==> config.mk <==
export PLATFORM = sky130hd
export DESIGN_NAME = aes_128_in_framer_flat
export DESIGN_NICKNAME = d
export VERILOG_FILES = /design/src/rtl/aes_128_in_framer_if.sv /design/src/rtl/aes_128_in_framer.sv /design/src/flat_wrapper.sv
export SDC_FILE = /design/constraint.sdc
export NUM_CORES = 1
export LEC_CHECK = 0
export ABC_AREA = 1
export BUFFER_PORTS_ARGS = -buffer_cell sky130_fd_sc_hd__buf_4
export CORE_UTILIZATION = 50
export DETAILED_ROUTE_END_ITERATION = 7
export PLACE_DENSITY_LB_ADDON = 0.25
export SLEW_MARGIN = 40
export SYNTH_ARGS = -nofsm -noshare
export SYNTH_HDL_FRONTEND = slang
export SYNTH_SLANG_ARGS = --single-unit
export TNS_END_PERCENT = 10
==> constraint.sdc <==
create_clock -name clk -period 1.5 [get_ports clk]
set_input_delay 0.225 -clock clk [delete_from_list [all_inputs] [get_ports clk]]
set_output_delay 0.225 -clock clk [all_outputs]
set_load 0.05 [all_outputs]
==> src/rtl/aes_128_in_framer_if.sv <==
// ---------------------------------------------------------------------------
// aes_128_in_framer_if
// Word-stream handshake between an upstream producer and the AES-128 input
// framer. A word moves on any rising edge where s_valid && s_ready.
//   s_valid : producer has a word on s_data
//   s_ready : framer can take a word this cycle
//   s_data  : stream word (frame order: PT MS word first, then KEY MS first)
// Modports: master = producer side, slave = framer side.
// ---------------------------------------------------------------------------
interface aes_128_in_framer_if #(
   parameter int WORD_W = 32
);
   logic              s_valid;
   logic              s_ready;
   logic [WORD_W-1:0] s_data;

   modport master (output s_valid, output s_data, input s_ready);
   modport slave  (input s_valid, input s_data, output s_ready);
endinterface

==> src/rtl/aes_128_in_framer.sv <==
// ---------------------------------------------------------------------------
// aes_128_in_framer
// Collects 8 stream words (4 plaintext, then 4 key, MS word first) into a
// shadow frame and launches it to a multicycle AES-128 core with a one-cycle
// start pulse. Output registers in_bus/key only change on launch, so the
// next frame can be filled while the core is still working on the last one.
// Ports:
//   clk, rst      : clock, synchronous active-high reset
//   s             : word stream (slave side of aes_128_in_framer_if)
//   in_bus, key   : registered block presented to the core
//   start         : one-cycle pulse, in_bus/key hold a new block
//   core_done     : core valid_ready pulse (result valid, core idle)
//   busy          : core owns a launched block not yet completed
//   blk_count     : launched-block counter, wraps
//   err_spurious  : sticky, core_done seen while not busy
// ---------------------------------------------------------------------------
module aes_128_in_framer #(
   parameter int WORD_W = 32,
   parameter int CNT_W  = 16
) (
   input  logic               clk,
   input  logic               rst,
   aes_128_in_framer_if.slave s,
   output logic [127:0]       in_bus,
   output logic [127:0]       key,
   output logic               start,
   input  logic               core_done,
   output logic               busy,
   output logic [CNT_W-1:0]   blk_count,
   output logic               err_spurious
);

   localparam int FRAME_WORDS = 256 / WORD_W;

   // FILL accepts words. FULL covers both waiting for the core (HOLD) and
   // the single launch cycle, which is decided combinationally from busy and
   // core_done and always returns to FILL on the following edge.
   typedef enum logic {ST_FILL, ST_FULL} state_t;

   state_t             state_reg, state_next;
   logic [2:0]         wcnt_reg;
   logic [255:0]       frame_shadow;
   logic [127:0]       in_bus_reg, key_reg;
   logic               start_reg, busy_reg, err_reg;
   logic [CNT_W-1:0]   blk_count_reg;
   logic               s_ready_c, accept, launch;

   // ---------------- FSM: state register ----------------
   always_ff @(posedge clk) begin
      if (rst) state_reg <= ST_FILL;
      else     state_reg <= state_next;
   end

   // ---------------- FSM: next state / outputs ----------------
   always_comb begin
      state_next = state_reg;
      s_ready_c  = 1'b0;
      accept     = 1'b0;
      launch     = 1'b0;
      case (state_reg)
         ST_FILL: begin
            s_ready_c = !rst;
            accept    = s_ready_c && s.s_valid;
            if (accept && wcnt_reg == 3'(FRAME_WORDS - 1))
               state_next = ST_FULL;
         end
         ST_FULL: begin
            // A core_done in this cycle frees the core for a back-to-back launch.
            launch = !busy_reg || core_done;
            if (launch)
               state_next = ST_FILL;
         end
         default: state_next = ST_FILL;
      endcase
   end

   assign s.s_ready = s_ready_c;

   // ---------------- word counter ----------------
   always_ff @(posedge clk) begin
      if (rst)         wcnt_reg <= 3'd0;
      else if (accept) wcnt_reg <= wcnt_reg + 3'd1;
   end

   // ---------------- shadow frame slots ----------------
   // Slot gi holds stream word gi; slot 0 lands in the MS word of the frame.
   genvar gi;
   generate
      for (gi = 0; gi < FRAME_WORDS; gi++) begin : g_slot
         logic [WORD_W-1:0] slot_reg;
         always_ff @(posedge clk) begin
            if (rst)
               slot_reg <= '0;
            else if (accept && wcnt_reg == 3'(gi))
               slot_reg <= s.s_data;
         end
         assign frame_shadow[255 - WORD_W*gi -: WORD_W] = slot_reg;
      end
   endgenerate

   // ---------------- launch registers ----------------
   always_ff @(posedge clk) begin
      if (rst) begin
         in_bus_reg    <= '0;
         key_reg       <= '0;
         start_reg     <= 1'b0;
         busy_reg      <= 1'b0;
         blk_count_reg <= '0;
         err_reg       <= 1'b0;
      end else begin
         start_reg <= launch;
         if (launch) begin
            in_bus_reg    <= frame_shadow[255:128];
            key_reg       <= frame_shadow[127:0];
            blk_count_reg <= blk_count_reg + 1'b1;
         end
         // Launch wins over completion so a back-to-back block keeps busy high.
         if (launch)
            busy_reg <= 1'b1;
         else if (core_done && busy_reg)
            busy_reg <= 1'b0;
         if (core_done && !busy_reg)
            err_reg <= 1'b1;
      end
   end

   assign in_bus       = in_bus_reg;
   assign key          = key_reg;
   assign start        = start_reg;
   assign busy         = busy_reg;
   assign blk_count    = blk_count_reg;
   assign err_spurious = err_reg;

endmodule
==> src/flat_wrapper.sv <==
// flat-port wrapper written by rule: the top's interface ports become plain ports
module aes_128_in_framer_flat 
#(
   parameter int WORD_W = 32,
   parameter int CNT_W  = 16
)
  (clk, rst, in_bus, key, start, core_done, busy, blk_count, err_spurious, s_s_valid, s_s_data, s_s_ready);
  aes_128_in_framer_if #(.WORD_W(WORD_W)) s_i ();
  input  logic clk;
  input  logic rst;
  output logic [127:0] in_bus;
  output logic [127:0] key;
  output logic start;
  input  logic core_done;
  output logic busy;
  output logic [CNT_W-1:0] blk_count;
  output logic err_spurious;
  input wire logic [$bits(s_i.s_valid)-1:0] s_s_valid;
  input wire logic [$bits(s_i.s_data)-1:0] s_s_data;
  output wire logic [$bits(s_i.s_ready)-1:0] s_s_ready;
  assign s_i.s_valid = s_s_valid;
  assign s_i.s_data = s_s_data;
  assign s_s_ready = s_i.s_ready;
  aes_128_in_framer #(.WORD_W(WORD_W), .CNT_W(CNT_W)) u_core (.clk(clk), .rst(rst), .s(s_i), .in_bus(in_bus), .key(key), .start(start), .core_done(core_done), .busy(busy), .blk_count(blk_count), .err_spurious(err_spurious));
endmodule
# [Yosys cells after proc, flatten, opt, wreduce, memory -nomap -nowiden]
# Index checks and enable logic that the tools add are counted.
[totals] wordCells=51 out_inout_bits=276 inputBits=36 regBits=535
[classes] reduce_logical=17 n_bitwise=1 n_addsub=2 n_mux=8 n_eq_ne=7
[ops] op="adder 16 x 1 -> 16 bit (second input constant)" n=1
[ops] op="equality test 3 bit (second input constant)" n=4
[ops] op="logical AND 1 bit" n=12
[ops] op="2-to-1 mux 1 bit" n=7
[ops] op="equality test 3 x 2 -> 1 bit (second input constant)" n=2
[ops] op="adder 3 x 1 -> 3 bit (second input constant)" n=1
[ops] op="equality test 3 x 1 -> 1 bit (second input constant)" n=1
[ops] op="zero test 3 bit" n=1
[ops] op="zero test 1 bit" n=2
[ops] op="case mux 1 bit (2 select lines)" n=1
[ops] op="nonzero test 2 bit" n=1
[ops] op="logical OR 1 bit" n=1
[ops] op="inverter 1 bit" n=1

# [Longest topological paths before layout]
# Gate-level depths: netlist of the first run.
[logic_depth] ltp_word=5 mapped_depth=9 mapped_depth_nobuf=8

# [Worst setup path before layout of the first run]
# Ideal clock, no wire load.
[synth_path] path_type="register to register" start="reg u_core.blk_count_reg[1] (netlist: u_core.blk_count[1])" end="reg u_core.blk_count_reg[10] (netlist: u_core.blk_count[10])" n_path_buf=0 setup_slack_ns=-0.176 stages_incl_launch_ff=7 arrival_ns=1.611 setup_time_ns=0.065 path_cell_list="dfxtp_1 > ha_1 > nand3_1 > nor2_1 > nand3_1 > xor2_1 > nor2_1"
[synth_between] elab_chain_len=1
[synth_rtl] element="start: declaration" line="aes_128_in_framer.sv:45" source="logic [CNT_W-1:0] blk_count_reg;"
[synth_rtl] element="start signal: assignment" line="aes_128_in_framer.sv:115" source="blk_count_reg <= blk_count_reg + 1'b1;"
[synth_rtl] element="adder 16 x 1 -> 16 bit" line="aes_128_in_framer.sv:115"
# Every way passes these cells.
# A chain may end at the register's enable or synchronous reset.

# [Worst setup path after layout of the first run]
[layout_path] start="reg u_core.state_reg" end="out s_s_ready"
[layout_between] elab_chain_len=1
[layout_rtl] element="start: declaration" line="aes_128_in_framer.sv:40" source="state_t state_reg, state_next;"
[layout_rtl] element="start signal: assignment" line="aes_128_in_framer.sv:51" source="else state_reg <= state_next;"
[layout_rtl] element="2-to-1 mux 1 bit" line="aes_128_in_framer.sv:60" source="case (state_reg)"
[layout_rtl] element="end: declaration" line="flat_wrapper.sv:20" source="output wire logic [$bits(s_i.s_ready)-1:0] s_s_ready;"
# Every way passes these cells.

==> impl_metrics.py, run 1 <==
metrics = {
    "layout": {
        "multi_input_area_um2": 6330,
        "largest_reg_flops": 256,
        "drive_gt1_share_pct": 19.5,
        "post-route-util_pct": 64.4,
        "regArea_um2": 10700,
        "n_antenna_cell": 0,
        "layout_commonest_cell": "dfxtp_1",
        "n_fill_cell": 3002,
        "final_nets": 2548,
        "synthToLayoutAreaGrowth_pct": 27.1,
        "post-route-cell-area_um2": 23500,
        "instances_no_fill": 3010,
        "final_cell_mix": "dfxtp_1, o21ai_0, nor2_1, buf_4, a21oi_1",
    },
    "logic_synthesis": {
        "synthAdderAreaFrac_pct": 0.473,
        "muxShareOfSynthArea_pct": 0,
        "synthXorXnorAreaFrac_pct": 0.0473,
        "async_reset_ff_share_pct": 0,
        "syn_inst": 2224,
        "ys_ff_latch": 535,
        "postSynthAreaPerCell_um2": 8.32,
        "synth.distinct_cells": 27,
        "synth_top_family_by_area": "compound AO/OA/AOI/OAI gates",
        "synth_edf_count": 0,
        "yosysSeqAreaShare_pct": 57.9,
        "synth_warnings": 0,
        "ys.flop_type": "dfxtp_1",
        "syn_area_um2": 18500,
        "synth-compound-area-share_pct": 23.1,
        "synth_fp_nets": 2267,
        "synth_simple_gate_area_share_pct": 10.3,
    },
    "routing": {
        "drc": 0,
        "antenna_left": 0,
        "drt_pass1_iterations": 7,
        "routed_via_density": 5.31,
        "vias": 15974,
        "wl_mm": 54.5,
        "drt_iter0_drc": 1279,
        "wl_per_cell_um": 18.1,
    },
    "worst_hold_path": {
        "whs_path_depth": 4,
        "min_from": "core_done",
        "hp-class": "in -> reg",
        "whs_endpoint": "u_core.state_reg",
    },
    "timing": {
        "finalMaxSlewViolations": 0,
        "tns_ps": -44.8,
        "tightest_slew_ps": 306,
        "final.min_clock_period_ps": 1540,
        "setup_slack_ps": -44.8,
        "setup_viol": 1,
        "finalCritPeriodShare_pct": 103,
        "clock_skew_ps": 11.9,
        "max_freq_mhz": 647,
        "relSlewSlack_pct": 79.6,
        "hold_viol": 0,
        "whs_ps": 29.7,
        "rsz0062_at_grt": "true",
    },
    "die": {
        "fp.dieH_um": 194,
        "coreArea_um2": 36500,
        "start_util_pct": 50.7,
        "die-area_um2": 37800,
        "rows": 70,
        "num_io_pins": 312,
        "die_w_um": 194,
    },
    "grt": {
        "antenna_found_initial": 3,
        "grt_max_degree": 65,
        "grt_usage_pct": 27.8,
        "overflow": 0,
        "grt_pass1_wl_mm": 80.9,
        "grt_pass1_vias": 14359,
    },
    "power_and_ir_drop": {
        "ir_drop_mv": 0.874,
        "cellPowerDensity_nw_per_um2": 1200,
        "fin_total_pwr_mw": 28.3,
        "leakagePower_nw": 9.36,
    },
    "clocking": {
        "clock_path_buffers": 3,
        "clkSlewWorstSetupHoldPaths_ps": 60,
        "htreeDepth": 2,
        "cts-root-buf": "clkbuf_16",
        "cts_tree": "built",
        "cts.sinks": 535,
        "numCtsBuffers": 52,
        "clock_latency_ps": 580,
    },
    "critical_path": {
        "regToRegStartpoint": "u_core.state_reg",
        "start_kind": "flip-flop",
        "worst-endpoint-arrival_ps": 1320,
        "crit_path_start": "u_core.state_reg",
        "r2r-end": "u_core.key[12]",
        "worst-r2r-setup-slack_ps": 10,
        "required_ps": 1270,
        "r2r_cells": 7,
        "worst-setup-path-type": "reg -> out",
        "cp-end-kind": "output pin",
        "cp_max_fo": 3,
    },
    "placed_design": {
        "pre_cts_ws_ps": -18.0,
        "io_buffers": 311,
        "dp_cells": 2911,
        "gp_congestion": 0.797,
        "dpl-instance-area_um2": 21700,
        "hpwl_mm": 34.8,
    },
    "status": {
        "violations": "negative setup slack",
        "status": "finished with violations",
    },
    "job": {
        "cap_viol_max_count": 0,
    },
}
## kinds of logic after synthesis
| group | Yosys count |
|---|---|
| compound gates | 854 |
| xor+xnor | 1 |
| fa+ha+maj | 7 |
| buf+inv | 350 |
| flops | 535 |
| simple gates | 477 |
## Yosys cell counts (4+ instances only)
master | count | area share, %
dfxtp_1 | 535 | 58
o21ai_0 | 442 | 12
nor2_1 | 421 | 8.5
a21oi_1 | 330 | 8.9
inv_1 | 177 | 3.6
clkbuf_1 | 86 | 1.7
o21ai_1 | 80 | 2.2
buf_2 | 52 | 1.4
nand2_1 | 33 | 0.67
buf_4 | 21 | 0.85
nand3_1 | 9 | 0.24
buf_6 | 7 | 0.43
ha_1 | 7 | 0.47
inv_2 | 6 | 0.12
nand3_4 | 4 | 0.38
## routing by layer
metal	vias to the layer above	wire [µm]	GRT usage, %
met4	0	1570	10.3
li1	7880	-	-
met2	587	24800	44.4
met3	84	4960	6.13
met1	7423	23100	37.0
met5	-	0	0
## repair_timing
item                       in CTS  in global routing
gates cloned                    0                  1
setup buffers                   0                  5
resized for setup               7                 24
pin swaps                       1                  1
hold endpoints to repair        2                  0
setup endpoints to repair      50                297
hold buffers                    2                  0
## power breakdown
| group | switching (mW) | leakage [nW] | total, mW | internal, mW |
|---|---|---|---|---|
| Sequential | 0.0775 | 4.32 | 14.5 | 14.4 |
| Combinational | 0.924 | 4.25 | 1.37 | 0.445 |
| Clock | 5.31 | 0.789 | 12.5 | 7.16 |
| Total | 6.31 | 9.36 | 28.3 | 22.0 |
## critical path: stages (launching register included)
cell	delay, ps
dfxtp_2	340
nor2_4	120
buf_6	140
buf_8	140
## worst max-delay path by stage
stage / endpoint / slack [ps]
4_1_cts: s_s_ready / -60
3_3_place_gp: u_core.key[16] / 70
3_5_place_dp: u_core.key[33] / -20
2_1_floorplan: u_core.g_slot[7].slot_reg[10] / -70
6_report: s_s_ready / -40
5_1_grt: u_core.key[49] / -70
## area by class of cell
type / count / share of cell area, %
well taps: 468 / 2.49
flip-flops and latches: 535 / 45.6
clock inverters: 8 / 0.213
inverters: 184 / 2.99
multi-input cells: 1339 / 26.9
repair buffers: 393 / 15.1
clock buffers: 83 / 6.72
(Power assumes the default switching activity.)
==> run 2: changes to the inputs <==
- ABC_CLOCK_PERIOD_IN_PS: default -> 1500
- PLACE_DENSITY: default -> 0.84
- PLACE_DENSITY_LB_ADDON: 0.25 -> default
==> run 2 against run 1 <==
  * Clock skew rose by 1.7 ps
  * Sequential cell count is the same
  * The run now ends clean
  * Critical endpoint unchanged
  * Sequential power barely moved
  * Critical path type unchanged
  * Highest routed layer unchanged
  * Largest power group unchanged
==> impl_metrics.py, run 2 (same netlist as run 1, synthesis figures left out) <==
metrics = {
    "die": {
        "die_w_um": 194,
        "start_util_pct": 50.7,
        "num_io_pins": 312,
        "fp.dieH_um": 194,
        "coreArea_um2": 36500,
        "die-area_um2": 37800,
        "rows": 70,
    },
    "grt": {
        "antenna_found_initial": 2,
        "grt.met1_usage_pct": 37.2,
        "use_met3_pct": 6.26,
        "grt_use_met2_pct": 45.9,
        "overflow": 0,
        "grt_busiest_layer": "met2",
        "grt_pass1_wl_mm": 83.7,
        "grt_usage_pct": 28.7,
        "grt_max_degree": 72,
        "grt_pass1_vias": 15021,
    },
    "critical_path": {
        "required_ps": 1270,
        "start_kind": "flip-flop",
        "worst-r2r-setup-slack_ps": 50,
        "worst-endpoint-arrival_ps": 1250,
        "worst-setup-path-type": "reg -> out",
        "cp-end-kind": "output pin",
        "cp_max_fo": 3,
    },
    "placed_design": {
        "dpl-instance-area_um2": 21400,
        "io_buffers": 311,
        "gp_congestion": 0.844,
        "hpwl_mm": 35.3,
    },
    "routing": {
        "vias": 16351,
        "antenna_left": 0,
        "drt_pass1_iterations": 6,
        "wl_mm": 56.8,
        "drt_iter0_drc": 1530,
        "routed_via_density": 5.44,
        "drc": 0,
        "wl_per_cell_um": 18.9,
    },
    "timing": {
        "tightest_slew_ps": 325,
        "hold_viol": 0,
        "rsz0062_at_grt": "true",
        "max_freq_mhz": 680,
        "relSlewSlack_pct": 78.4,
        "finalMaxSlewViolations": 0,
        "whs_ps": 44.1,
        "final.min_clock_period_ps": 1470,
        "clock_skew_ps": 13.6,
        "setup_viol": 0,
        "finalCritPeriodShare_pct": 98.1,
    },
    "layout": {
        "final_cell_mix": "dfxtp_1, nor2_1, o21ai_0, buf_4, a21oi_1",
        "synthToLayoutAreaGrowth_pct": 26.3,
        "post-route-cell-area_um2": 23400,
        "layout_commonest_cell": "dfxtp_1",
        "drive_gt1_share_pct": 19.3,
        "final_nets": 2536,
        "largest_reg_flops": 256,
    },
    "clocking": {
        "htreeDepth": 2,
        "cts_tree": "built",
        "post_cts_buffers": 0,
        "numCtsBuffers": 51,
        "cts.sinks": 535,
        "clock_path_buffers": 3,
        "cts-root-buf": "clkbuf_16",
        "clkSlewWorstSetupHoldPaths_ps": 60,
        "clock_latency_ps": 590,
    },
    "status": {
        "status": "completed",
    },
    "job": {
        "cap_viol_max_count": 0,
    },
    "worst_hold_path": {
        "hp-class": "in -> reg",
    },
    "power_and_ir_drop": {
        "leakagePower_nw": 9.32,
        "cellPowerDensity_nw_per_um2": 1240,
        "ir_drop_mv": 1.09,
        "fin_total_pwr_mw": 29.0,
    },
}
[run 2: cell types whose count changed in the layout (fill, tap and decap cells not counted), moves of 3 or more]
cell	before	now
inv_4	0	3
bufinv_16	0	5
o21ai_1	88	105
buf_16	5	2
inv_2	5	2
clkbuf_1	16	13
o21ai_0	434	417
buf_12	36	23
[run 2: timing repair]
item | CTS | global route
gates resized for setup | 11 | 40
cloned | 0 | 4
endpoints found under the setup margin | 89 | 176
hold buffers | 3 | 0
hold endpoints to repair | 3 | 0
pin swaps | 2 | 1
[run 2: worst paths after layout]
kind,start,endpoint,cells after the start
setup / recovery,u_core.state_reg,s_s_ready,2
hold / removal,s_s_data[29],u_core.g_slot[7].slot_reg[29],3
setup reg to reg,u_core.wcnt_reg[0],u_core.g_slot[4].slot_reg[20],6
hold reg to reg,u_core.g_slot[3].slot_reg[28],u_core.in_bus[28],2
[run 2: layout make-up]
type	count	area, µm²
multi-input cells	1339	6320
flip-flops and latches	535	10700
well taps	468	586
repair buffers	382	3300
inverters	184	718
fillers	2910	13100
clock inverters	16	221
diodes	2	5.00
clock buffers	77	1500
[run 2: metrics by stage]
step | instances | setup TNS (ps) | util, % | worst slack (ps)
floorplan | 2224 | -6250 | - | -72.9
global placement | 2901 | 0 | 58.7 | 31.9
detailed placement | 2901 | -228 | 58.7 | -45.3
CTS | 2997 | 0 | 63.6 | 0.931
global route | 3001 | -361 | 64.0 | -26.0
finish | 3003 | 0 | 64.0 | 28.5
[run 2: routing by layer]
metal  vias to the layer above  share of wire, %
met5                         -                 0
met2                       720                45
met3                       139               9.4
li1                       7849                 -
met4                         0               4.6
met1                      7643                41
[run 2: critical path: stages (launching register included)]
cell	delay, ps
dfxtp_4	360
nor2_4	130
buf_8	160
[run 2: report_power, final]
part / switching, mW / total, mW / internal, mW
combinational: 0.921 / 1.30 / 0.374
clock: 5.46 / 13.2 / 7.78
sequential: 0.0786 / 14.5 / 14.4
total: 6.46 / 29.0 / 22.5
